--- src/rtl/classifier_arbiter.sv ---
// classifier_arbiter
// Round-robin arbiter that time-shares one protocol classifier among N_PORTS
// parse lanes. It grants one lane, drives the classifier, and returns a 2-bit
// class to the granted lane. It then waits for the classifier to clear
// proto_valid before granting again.
// Optional feature: define CLS_ARB_TIMEOUT_EN to force a class-0 response
// after TIMEOUT_CYCLES cycles in BUSY without proto_valid.
module classifier_arbiter #(
    parameter int N_PORTS        = 4,
    parameter int TIMEOUT_CYCLES = 16
) (
    input  logic                  clk,
    input  logic                  rst_n,
    input  logic [N_PORTS-1:0]    req_valid,
    input  logic [N_PORTS*16-1:0] req_ethertype,
    output logic [N_PORTS-1:0]    req_ready,
    output logic                  cls_vlan_valid,
    output logic [15:0]           cls_ethertype,
    input  logic                  cls_is_ipv4,
    input  logic                  cls_is_ipv6,
    input  logic                  cls_is_arp,
    input  logic                  cls_is_unknown,
    input  logic                  cls_proto_valid,
    output logic [N_PORTS-1:0]    resp_valid,
    output logic [1:0]            resp_class,
    output logic                  resp_timeout,
    output logic                  busy
);
    localparam int                IDX_W     = $clog2(N_PORTS);
    localparam logic [IDX_W:0]    N_W       = (IDX_W+1)'(N_PORTS);
    localparam logic [IDX_W-1:0]  LAST_LANE = IDX_W'(N_PORTS - 1);

    typedef enum logic [1:0] {
        S_IDLE  = 2'd0,
        S_BUSY  = 2'd1,
        S_RESP  = 2'd2,
        S_DRAIN = 2'd3
    } state_t;

    state_t             state_reg;
    logic [IDX_W-1:0]   last_grant_reg;
    logic [IDX_W-1:0]   gnt_reg;
    logic [15:0]        et_reg;
    logic [N_PORTS-1:0] resp_valid_reg;
    logic [1:0]         resp_class_reg;
    logic               vlan_valid_reg;
    logic               busy_reg;

    logic [15:0]        lane_et  [N_PORTS];
    logic [IDX_W-1:0]   scan_idx [N_PORTS];
    logic               pick_found;
    logic [IDX_W-1:0]   pick_idx;
    logic [1:0]         flag_class;
    logic [N_PORTS-1:0] gnt_onehot;

    genvar gi;
    generate
        if (N_PORTS < 2 || N_PORTS > 16 || TIMEOUT_CYCLES < 2 || TIMEOUT_CYCLES > 255) begin : g_param_check
            $error("classifier_arbiter: parameter out of range");
        end

        // scan_idx[k] is the lane examined k-th, starting just above last_grant.
        // The sum never reaches 2*N_PORTS, so one conditional subtraction
        // wraps it.
        for (gi = 0; gi < N_PORTS; gi++) begin : g_lane
            logic [IDX_W:0]   sum;
            logic [IDX_W-1:0] wrapped;
            assign lane_et[gi]  = req_ethertype[16*gi +: 16];
            assign sum          = {1'b0, last_grant_reg} + (IDX_W+1)'(gi + 1);
            assign wrapped      = sum[IDX_W-1:0] - N_W[IDX_W-1:0];
            assign scan_idx[gi] = (sum >= N_W) ? wrapped : sum[IDX_W-1:0];
        end
    endgenerate

    assign gnt_onehot = {{(N_PORTS-1){1'b0}}, 1'b1} << gnt_reg;

`ifdef CLS_ARB_TIMEOUT_EN
    localparam logic [7:0] TMO_LAST = 8'(TIMEOUT_CYCLES - 1);
    logic [7:0] tmo_cnt_reg;
    logic       resp_timeout_reg;
    logic       tmo_hit;
    assign tmo_hit      = (tmo_cnt_reg == TMO_LAST);
    assign resp_timeout = resp_timeout_reg;
`else
    assign resp_timeout = 1'b0;
`endif

    // Round-robin pick: the first requesting lane in scan order.
    always_comb begin
        pick_found = 1'b0;
        pick_idx   = '0;
        for (int k = 0; k < N_PORTS; k++) begin
            if (!pick_found && req_valid[scan_idx[k]]) begin
                pick_found = 1'b1;
                pick_idx   = scan_idx[k];
            end
        end
    end

    // Grant pulse, only in IDLE. It is gated by rst_n so every output reads 0 while reset is held.
    always_comb begin
        req_ready = '0;
        if (rst_n && state_reg == S_IDLE && pick_found) begin
            req_ready[pick_idx] = 1'b1;
        end
    end

    // Flag priority: ipv4 > ipv6 > arp; unknown or no flag gives class 0.
    always_comb begin
        flag_class = 2'd0;
        if (cls_is_ipv4) begin
            flag_class = 2'd1;
        end else if (cls_is_ipv6) begin
            flag_class = 2'd2;
        end else if (cls_is_arp) begin
            flag_class = 2'd3;
        end else if (cls_is_unknown) begin
            flag_class = 2'd0;
        end
    end

    // Sequencer FSM: IDLE -> BUSY -> RESP -> DRAIN -> IDLE. Its outputs are registered together with the state.
    always_ff @(posedge clk or negedge rst_n) begin
        if (!rst_n) begin
            state_reg        <= S_IDLE;
            last_grant_reg   <= LAST_LANE;
            gnt_reg          <= '0;
            et_reg           <= '0;
            resp_valid_reg   <= '0;
            resp_class_reg   <= 2'd0;
            vlan_valid_reg   <= 1'b0;
            busy_reg         <= 1'b0;
`ifdef CLS_ARB_TIMEOUT_EN
            tmo_cnt_reg      <= '0;
            resp_timeout_reg <= 1'b0;
`endif
        end else begin
            resp_valid_reg <= '0;
            case (state_reg)
                S_IDLE: begin
                    if (pick_found) begin
                        et_reg         <= lane_et[pick_idx];
                        gnt_reg        <= pick_idx;
                        last_grant_reg <= pick_idx;
                        state_reg      <= S_BUSY;
                        vlan_valid_reg <= 1'b1;
                        busy_reg       <= 1'b1;
`ifdef CLS_ARB_TIMEOUT_EN
                        tmo_cnt_reg    <= '0;
`endif
                    end
                end
                S_BUSY: begin
`ifdef CLS_ARB_TIMEOUT_EN
                    tmo_cnt_reg <= tmo_cnt_reg + 8'd1;
`endif
                    if (cls_proto_valid) begin
                        state_reg        <= S_RESP;
                        vlan_valid_reg   <= 1'b0;
                        resp_valid_reg   <= gnt_onehot;
                        resp_class_reg   <= flag_class;
`ifdef CLS_ARB_TIMEOUT_EN
                        resp_timeout_reg <= 1'b0;
                    end else if (tmo_hit) begin
                        state_reg        <= S_RESP;
                        vlan_valid_reg   <= 1'b0;
                        resp_valid_reg   <= gnt_onehot;
                        resp_class_reg   <= 2'd0;
                        resp_timeout_reg <= 1'b1;
`endif
                    end
                end
                S_RESP: begin
                    // The response pulse ends here. The class is cleared so it only ever appears alongside resp_valid.
                    state_reg      <= S_DRAIN;
                    resp_class_reg <= 2'd0;
`ifdef CLS_ARB_TIMEOUT_EN
                    resp_timeout_reg <= 1'b0;
`endif
                end
                S_DRAIN: begin
                    // Hold off the next grant until the classifier has dropped proto_valid.
                    if (!cls_proto_valid) begin
                        state_reg <= S_IDLE;
                        busy_reg  <= 1'b0;
                    end
                end
                default: state_reg <= S_IDLE;
            endcase
        end
    end

    assign cls_vlan_valid = vlan_valid_reg;
    assign cls_ethertype  = et_reg;
    assign resp_valid     = resp_valid_reg;
    assign resp_class     = resp_class_reg;
    assign busy           = busy_reg;

endmodule

--- config.mk ---
export PLATFORM = sky130hd
export DESIGN_NAME = classifier_arbiter
export DESIGN_NICKNAME = d
export VERILOG_FILES = /design/src/rtl/classifier_arbiter.sv
export SDC_FILE = /design/constraint.sdc
export NUM_CORES = 1
export LEC_CHECK = 0
export ABC_AREA = 0
export CAP_MARGIN = 20
export CORE_ASPECT_RATIO = 1.75
export CORE_MARGIN = 3
export CORE_UTILIZATION = 40
export DETAILED_ROUTE_END_ITERATION = 7
export HOLD_SLACK_MARGIN = 0.06
export PLACE_DENSITY = 0.93
export SYNTH_ARGS = -nofsm -noshare
export SYNTH_HDL_FRONTEND = slang
export SYNTH_SLANG_ARGS = --single-unit
--- constraint.sdc ---
create_clock -name clk -period 4.2 [get_ports clk]
set_input_delay 0.42 -clock clk [delete_from_list [all_inputs] [get_ports clk]]
set_output_delay 0.42 -clock clk [all_outputs]
set_load 0.02 [all_outputs]
==> results.md, run 1 <==
- First-pass GRT wire length: 9350 µm
- Setup bufs post-CTS: 0
- CTS Sinks: 30
- Layout cells sized above 1: 0.108
- Routed wire length: 6100 µm
- Layout area overhead: 58.9%
- Max-cap violations: 0
- Initial DRC count: 94
- Initial Util: 0.421
- Outcome: complete, no violations
- Slew Limit Headroom: 0.281
- Max Fclk: 0.342 GHz
- Dominant cell type by area after synthesis: dfrtp_1
- Setup TNS Final: 0 ns
- Setup Crit Path Kind: in2out
- Clk Latency, worst-skew pair: 0.28 ns
- Vias after detailed routing: 2068
- Root Buffer Master: clkbuf_8
- Reg-to-reg slack, setup: 1.89 ns
- Peak VDD IR: 515 µV
- Post-CTS Resized: 0
- Max Root-Sink Buffers: 2
- CTS tree: done
- Clock Pin Slew Worst Setup and Hold Paths: 0.07 ns
- Fin. max-slew vios: 0
- Largest net degree at the start of global routing: 31
- Core area: 0.00444 mm²
- Leak Pwr: 0.00118 µW
- DRT antenna net count: 0
- GRT overflow: 0
- Instance count of the mapped netlist: 207
- Final nets: 385
- Power per Cell Area: 632 mW/mm²
- Critical path's most frequent cell: clkdlybuf4s50_1
- Die H: 96.5 µm
- Hold_buf cts: 0
- Port buffer count: 101
- Async set-or-reset flop fraction in the synthesized netlist: 1.00
- DRC: 0
- HP Class: in2async
- Cell count after placement: 349
- Largest register FFs: 16
- Count of cell types in the netlist: 39
- WP data arrival: 2.51 ns
- Antenna Cells: 0
- Die X: 57.7 µm
- Post-synth EDFFs: 0
- Die area: 0.00557 mm²
- RSZ-0062 raised after global routing: false
- CP Max Fanout: 17
- # rows: 32
- Initial antenna violation count: 0
- Final WS setup: 1.27 ns
- Most common library cell in the layout ignoring fill and taps: clkdlybuf4s50_1
- Critical path data required time: 3.78 ns
- Slowest stage cell on the critical path: clkdlybuf4s50_1
- Main flop type after synthesis: dfrtp_1
- Crit-path cells: clkdlybuf4s50_1 > nand2_1 > nor2_1 > a311o_1 > buf_4 > and3_1 > clkdlybuf4s50_1
- Post-DP HPWL: 4790 µm
- Netlist Area Pre-Place: 0.00187 mm²
- Setup WS pre-CTS: 1.26 ns
- Fin crit period: 2.93 ns
- Worst Max-Slew Pin Slew: 1.07 ns
- Fin. Hold Viols: 0
- Fin util: 0.669
- Number of global-route vias before repair: 1973
- CP endpoint kind: output pin
- Seq/Total Area, Yosys: 0.402
- Tcrit/Tclk final: 0.697
- Register bit total from synthesis: 30
- Synth warnings: 0
- IO Count: 104
- Avg Inst Size Synth: 9.04 µm²
- Via density: 5.79
- Final setup viols: 0
- CP startpoint kind: input port
- H-Tree Depth: 2
- Yosys top cell area share: 0.374
- Synth area leaders: dfrtp_1 37%, nand3_1 8.0%, a221oi_2 7.2%, nor2_1 6.6%, a31oi_1 5.3%
- Fin Clk Skew: 0.00847 ns
- Syn Nets: 287
- TritonCTS Buffers: 5
- GRT Util Overall: 0.218
- CP peak stage delay: 0.60 ns
- DR WL/cell: 17.1 µm
- Post-route insts no fill: 357
- Gp weighted congestion: 0.816
- Most frequent cells in the layout: 101 x clkdlybuf4s50_1, 33 x nor2_1, 30 x nand3_1
- DR pass1 iterations: 5
critical path: cells and delay by family:
| kind | cells | cell delay, ns |
|---|---|---|
| buffers and inverters | 3 | 1.41 |
| AND/OR/NAND/NOR | 3 | 0.51 |
| AO/OA/AOI/OAI | 1 | 0.15 |
final cells by class:
cell class | count | area (µm²)
Fill cell | 355 | 1470
Clock inverter | 2 | 10.0
Tap cell | 51 | 63.8
Clock buffer | 6 | 72.6
Timing Repair Buffer | 107 | 1060
Multi-Input combinational cell | 154 | 991
Inverter | 7 | 27.5
Sequential cell | 30 | 753
power breakdown:
part	internal [µW]	leakage, µW	switching [µW]
Clock	114	0.0000450	103
Combinational	497	0.000783	634
Sequential	433	0.000352	99.2
synthesized netlist by cell type (all sizes together) (2+ instances only):
master	number
nor2	33
and3	4
o221a	2
o22ai	3
o21ai	8
a221oi	13
clkbuf	4
nand3	30
a31oi	16
inv	6
dfrtp	28
nand2	10
dfstp	2
buf	12
ha	5
a22o	2
a222oi	3
a21oi	9
nor3	4
metrics by stage:
stage / hold slack [ns] / cell area, µm² / power [µW]
after detailed placement: 0.457 / 2890 / 1670
final: 0.404 / 2970 / 1880
after global routing: 0.408 / 2970 / 2010
after global placement: 0.441 / 2890 / 1620
after floorplan: 0.124 / 1870 / 1230
after CTS: 0.397 / 2970 / 1900
layer usage:
layer | GRT usage | share of wire | wire length [µm] | vias to the layer above
met2 | 0.405 | 0.57 | 3470 | 92
met5 | 0 | 0 | 0 | -
li1 | - | - | - | 973
met4 | 0.0909 | 0.034 | 206 | 0
met3 | 0.0532 | 0.060 | 364 | 16
met1 | 0.228 | 0.34 | 2060 | 987
logic make-up (layout without fill, tap and decap cells):
group / Yosys count / count (layout) / synth area share
compound gates: 62 / 62 / 0.277
fa+ha+maj: 5 / 5 / 0.0334
buf+inv: 23 / 122 / 0.0735
flops: 30 / 30 / 0.402
other cells: 1 / 1 / 0.00200
simple gates: 86 / 86 / 0.212
worst paths after layout:
| check | cells past startpoint | start | end |
|---|---|---|---|
| worst max-delay path | 7 | req_valid[0] | req_ready[0] |
| worst min-delay path | 1 | rst_n | cls_ethertype[10] |
| worst max register to register | 5 | last_grant_reg[0] | cls_ethertype[9] |
| worst min register to register | 1 | gnt_reg[1] | resp_valid[1] |
| max in group asynchronous | 2 | rst_n | last_grant_reg[1] |
| min in group clk | 1 | gnt_reg[1] | resp_valid[1] |
No activity file was read; power rests on OpenSTA's default activity.
==> run 2: changes to the inputs <==
--- a/config.mk
+++ b/config.mk
@@ -9,10 +9,10 @@
 export CAP_MARGIN = 20
 export CORE_ASPECT_RATIO = 1.75
 export CORE_MARGIN = 3
-export CORE_UTILIZATION = 40
+export CORE_UTILIZATION = 39
 export DETAILED_ROUTE_END_ITERATION = 7
 export HOLD_SLACK_MARGIN = 0.06
-export PLACE_DENSITY = 0.93
+export PLACE_DENSITY = 0.91
 export SYNTH_ARGS = -nofsm -noshare
 export SYNTH_HDL_FRONTEND = slang
 export SYNTH_SLANG_ARGS = --single-unit
==> constraint.sdc (replaced) <==
create_clock -name clk -period 2.8 [get_ports clk]
set_input_delay 0.28 -clock clk [delete_from_list [all_inputs] [get_ports clk]]
set_output_delay 0.28 -clock clk [all_outputs]
set_load 0.02 [all_outputs]
==> run 2 against run 1 <==
Sequential power increased by 51%. Die area up 2.3%. Routed wire length increased by 8.9%. First-iteration DRC count rose by 5.3%. Non-clock buffer count up 3. Clock power rose by 66%. Cell count up 0.84%. Combinational power grew 55%. Worst setup slack lost 1.0 ns. Global-route usage rose by 2.1 points. Highest routed layer unchanged.
==> results.md, run 2 (synthesis results as in run 1) <==
- HP Class: in2async
- Port buffer count: 101
- Reg area: 753 µm²
- GRT Util Overall: 0.239
- Critical path data required time: 2.52 ns
- Setup Crit Path Kind: in2out
- DR pass1 iterations: 5
- Multi-input logic area: 991 µm²
- DRT antenna net count: 0
- Antenna Cells: 0
- Power per Cell Area: 968 mW/mm²
- Final Cell Area: 0.00301 mm²
- Largest register FFs: 16
- H-Tree Depth: 2
- # fillers: 371
- Fin util: 0.665
- Crit Reg-Reg Startpoint: last_grant_reg[0]
- Outcome: complete, no violations
- Die X: 58.4 µm
- WP data arrival: 2.30 ns
- Most frequent cells in the layout: 101 x clkdlybuf4s50_1, 33 x nor2_1, 30 x nand3_1
- Critical path's most frequent cell: clkdlybuf4s50_1
- Slowest stage cell on the critical path: clkdlybuf4s50_1
- Initial DRC count: 99
- CP startpoint kind: input port
- Setup bufs post-CTS: 0
- Post-CTS Resized: 0
- Fin. Hold Viols: 0
- Setup TNS Final: 0 ns
- Leak Pwr: 0.00120 µW
- RSZ-0062 raised after global routing: false
- CP peak stage delay: 0.64 ns
- Slew Limit Headroom: 0.528
- Final WS setup: 0.223 ns
- Initial antenna violation count: 0
- DR WL/cell: 18.4 µm
- Reg-to-reg slack, setup: 0.70 ns
- Gp weighted congestion: 0.894
- First-pass GRT wire length: 10600 µm
- Crit Reg-Reg Endpoint: cls_ethertype[12]
- Fin. max-slew vios: 0
- Crit-path cells: clkdlybuf4s50_1 > nor2_1 > a21oi_1 > o22ai_4 > and3_1 > clkdlybuf4s50_1
- Max Root-Sink Buffers: 2
- GRT overflow: 0
- Hold_buf cts: 0
- CTS tree: done
- Clk Latency, worst-skew pair: 0.28 ns
- Core area: 0.00452 mm²
- Fin crit period: 2.58 ns
- Most common library cell in the layout ignoring fill and taps: clkdlybuf4s50_1
- Largest net degree at the start of global routing: 23
- IO Count: 104
- Routed wire length: 6640 µm
- Layout area overhead: 60.8%
- CP endpoint kind: output pin
- # rows: 32
- Hold_ws: 0.342 ns
- R2R cell count: 6
- Peak VDD IR: 758 µV
- Layout cells sized above 1: 0.120
- Fin Clk Skew: 0.00413 ns
- Die H: 97.6 µm
- Post-DP HPWL: 5120 µm
- Initial Util: 0.414
- DRC: 0
- Root Buffer Master: clkbuf_8
- Setup WS pre-CTS: 0.257 ns
- Area of placed instances: 0.00291 mm²
- Clock Pin Slew Worst Setup and Hold Paths: 0.06 ns
- Via density: 5.95
- CP Max Fanout: 9
- Max-cap violations: 0
- CTS Sinks: 30
- Max Fclk: 0.388 GHz
- Die area: 0.00570 mm²
- TritonCTS Buffers: 5
- Final setup viols: 0
- Vias after detailed routing: 2143
- Number of global-route vias before repair: 2263
- Tcrit/Tclk final: 0.920
- Worst Max-Slew Pin Slew: 0.706 ns
- Final nets: 388
==> run 2: routing by layer <==
metal / vias to the layer above / wire length (µm) / global-route usage
met4: 0 / 369 / 0.139
met2: 114 / 3540 / 0.408
li1: 976 / - / -
met5: - / 0 / 0
met3: 32 / 410 / 0.0412
met1: 1021 / 2320 / 0.266
==> run 2: cell type report <==
cell class / count / share of cell area
timing repair buffer: 110 / 0.358
multi-input combinational: 154 / 0.329
sequential: 30 / 0.250
clock buffer: 6 / 0.0274
tap: 51 / 0.0212
inverter: 7 / 0.00915
clock inverter: 2 / 0.00416
==> run 2: through the flow <==
step / instances / power, µW
global placement: 352 / 2470
finish: 360 / 2910
global route: 360 / 3110
CTS: 360 / 2920
floorplan: 207 / 1850
detailed placement: 352 / 2550
==> run 2: worst max path at each step <==
stage                       from            to  slack (ns)
2_1_floorplan  last_grant_reg[0]  req_ready[1]        1.01
3_3_place_gp        req_valid[1]  req_ready[2]        0.29
3_5_place_dp        req_valid[2]  req_ready[1]        0.26
4_1_cts             req_valid[2]  req_ready[1]        0.26
5_1_grt             req_valid[3]  req_ready[1]        0.12
6_report            req_valid[2]  req_ready[1]        0.22
==> run 2: critical path, delay by kind of cell <==
kind | cells | cell delay (ns)
buffers and inverters | 2 | 1.23
AO/OA/AOI/OAI | 2 | 0.32
AND/OR/NAND/NOR | 2 | 0.48
==> run 2: power breakdown <==
part           internal (µW)  switching, µW  total, µW  leakage, µW
registers                649            153        802     0.000352
clock network            197            163        360    0.0000472
logic                    771            980       1750     0.000798
total                   1620           1300       2910      0.00120
==> run 3: changes to the inputs <==
--- a/config.mk
+++ b/config.mk
@@ -9,10 +9,11 @@
 export CAP_MARGIN = 20
 export CORE_ASPECT_RATIO = 1.75
 export CORE_MARGIN = 3
-export CORE_UTILIZATION = 39
+export CORE_UTILIZATION = 25
+export CTS_CLUSTER_DIAMETER = 200
 export DETAILED_ROUTE_END_ITERATION = 7
 export HOLD_SLACK_MARGIN = 0.06
-export PLACE_DENSITY = 0.91
+export PLACE_DENSITY = 0.66
 export SYNTH_ARGS = -nofsm -noshare
 export SYNTH_HDL_FRONTEND = slang
 export SYNTH_SLANG_ARGS = --single-unit
==> run 3 against run 2 <==
Global-route usage is 8.5 points lower. Combinational power about the same. Utilization fell by 24 points. Maximum frequency fell by 0.42%. Via count down 4.4%. Register-to-register slack improved by 0.21 ns. Largest cell class unchanged.
==> results.md, run 3 (synthesis results as in run 1) <==
- RSZ-0062 raised after global routing: false
- HP Class: reg2reg
- Die area: 0.00860 mm²
- Crit Reg-Reg Startpoint: last_grant_reg[1]
- Critical path data required time: 2.52 ns
- Max-cap violations: 0
- Critical path depth: 5
- Setup Crit Path Kind: in2out
- GRT overflow: 0
- # rows: 41
- Worst setup startpoint: req_valid[1]
- Crit Reg-Reg Endpoint: cls_ethertype[9]
- H-Tree Depth: 2
- Most frequent cells in the layout: 101 x clkdlybuf4s50_1, 33 x nor2_1, 30 x nand3_1
- Layout area overhead: 64.3%
- Setup bufs post-CTS: 0
- TritonCTS Buffers: 5
- Power per Cell Area: 976 mW/mm²
- CP delay by family, top: buffers and inverters
- CP peak stage delay: 0.60 ns
- DRT antenna net count: 0
- R2R cell count: 5
- Fin Clk Skew: 0.00743 ns
- Number of global-route vias before repair: 2096
- Critical path's most frequent cell: clkdlybuf4s50_1
- Grt met3 use: 0.0250
- Slew Limit Headroom: 0.527
- Antenna Cells: 0
- Most common library cell in the layout ignoring fill and taps: clkdlybuf4s50_1
- Port buffer count: 101
- Outcome: complete, no violations
- Layout cells sized above 1: 0.105
- Largest net degree at the start of global routing: 31
- Max Fclk: 0.386 GHz
- Initial Util: 0.259
- Reg-to-reg slack, setup: 0.91 ns
- Peak VDD IR: 535 µV
- IO Count: 104
- Initial antenna violation count: 0
- Max Root-Sink Buffers: 2
- Leak Pwr: 0.00120 µW
- Hold_buf cts: 0
- Worst Max-Slew Pin Slew: 0.707 ns
- Met1 usage: 0.170
- DRC: 0
- DR WL/cell: 17.0 µm
- Bufs and invs on worst path: 2
- Initial DRC count: 88
- Vias after detailed routing: 2048
- Core area: 0.00723 mm²
- Fin. max-slew vios: 0
- Gp weighted congestion: 0.843
- Post-CTS Resized: 0
- Final setup viols: 0
- Die H: 120 µm
- Clock Pin Slew Worst Setup and Hold Paths: 0.05 ns
- Fin. Hold Viols: 0
- CP Max Fanout: 7
- CP endpoint kind: output pin
- Final nets: 386
- Slowest stage cell on the critical path: clkdlybuf4s50_1
- CP startpoint kind: input port
- Root Buffer Master: clkbuf_16
- DR pass1 iterations: 4
- Setup TNS Final: 0 ns
- End of the critical path: req_ready[2]
- First-pass GRT wire length: 10500 µm
- Grt met2 use: 0.287
- CTS Sinks: 30
- Post-DP HPWL: 4980 µm
- Clk Latency, worst-skew pair: 0.27 ns
- CTS tree: done
- WP data arrival: 2.31 ns
- Crit-path cells: clkdlybuf4s50_1 > nor2_1 > o221a_2 > and3_1 > clkdlybuf4s50_1
- Fin util: 0.425
- Largest register FFs: 16
- GRT Util Overall: 0.154
- Routed wire length: 6670 µm
- Via density: 5.22
- Fin crit period: 2.59 ns
- Die X: 71.4 µm
- Layer with the highest usage: met2
- Tcrit/Tclk final: 0.924
==> run 3: changes by cell type in the layout (fill, tap and decap cells not counted) <==
cell and change:
clkbuf_8 -6, buf_4 -2, clkinvlp_4 -1, clkbuf_1 +2, clkbuf_16 +5, clkinv_2 -1
==> run 3: worst min path at each step <==
| stage | startpoint | end | slack, ns | cells after the start |
|---|---|---|---|---|
| finish | gnt_reg[1] | resp_valid[0] | 0.46 | 1 |
| detailed placement | gnt_reg[1] | resp_valid[0] | 0.46 | 1 |
| floorplan | rst_n | busy | -0.02 | 0 |
| global placement | gnt_reg[1] | resp_valid[0] | 0.46 | 1 |
| global route | gnt_reg[1] | resp_valid[1] | 0.51 | 1 |
| CTS | gnt_reg[1] | resp_valid[0] | 0.46 | 1 |
==> run 3: layout make-up <==
type / instances / area, µm²
inverters: 7 / 27.5
well taps: 86 / 108
flip-flops and latches: 30 / 753
fillers: 730 / 4160
clock buffers: 7 / 133
repair buffers: 108 / 1060
multi-input cells: 154 / 991
==> run 3: report_power, final <==
| part | leakage [µW] | switching (µW) | internal (µW) |
|---|---|---|---|
| registers | 0.000352 | 146 | 650 |
| clock network | 0.0000640 | 165 | 324 |
| logic | 0.000788 | 967 | 750 |
==> run 3: layer usage <==
| layer | up-vias | routed length (µm) |
|---|---|---|
| met5 | - | 0 |
| li1 | 974 | - |
| met1 | 991 | 2530 |
| met3 | 12 | 316 |
| met4 | 0 | 179 |
| met2 | 71 | 3650 |
==> run 3: per-stage QoR <==
| stage | total power (µW) | std cells | instance area (µm²) | setup slack [ns] | hold slack, ns |
|---|---|---|---|---|---|
| floorplan | 1850 | 207 | 1870 | 1.01 | -0.0156 |
| global placement | 2490 | 385 | 2940 | 0.286 | 0.456 |
| detailed placement | 2530 | 385 | 2940 | 0.265 | 0.459 |
| CTS | 3040 | 392 | 3080 | 0.249 | 0.464 |
| global route | 3230 | 392 | 3080 | 0.125 | 0.508 |
| finish | 3000 | 392 | 3080 | 0.212 | 0.457 |
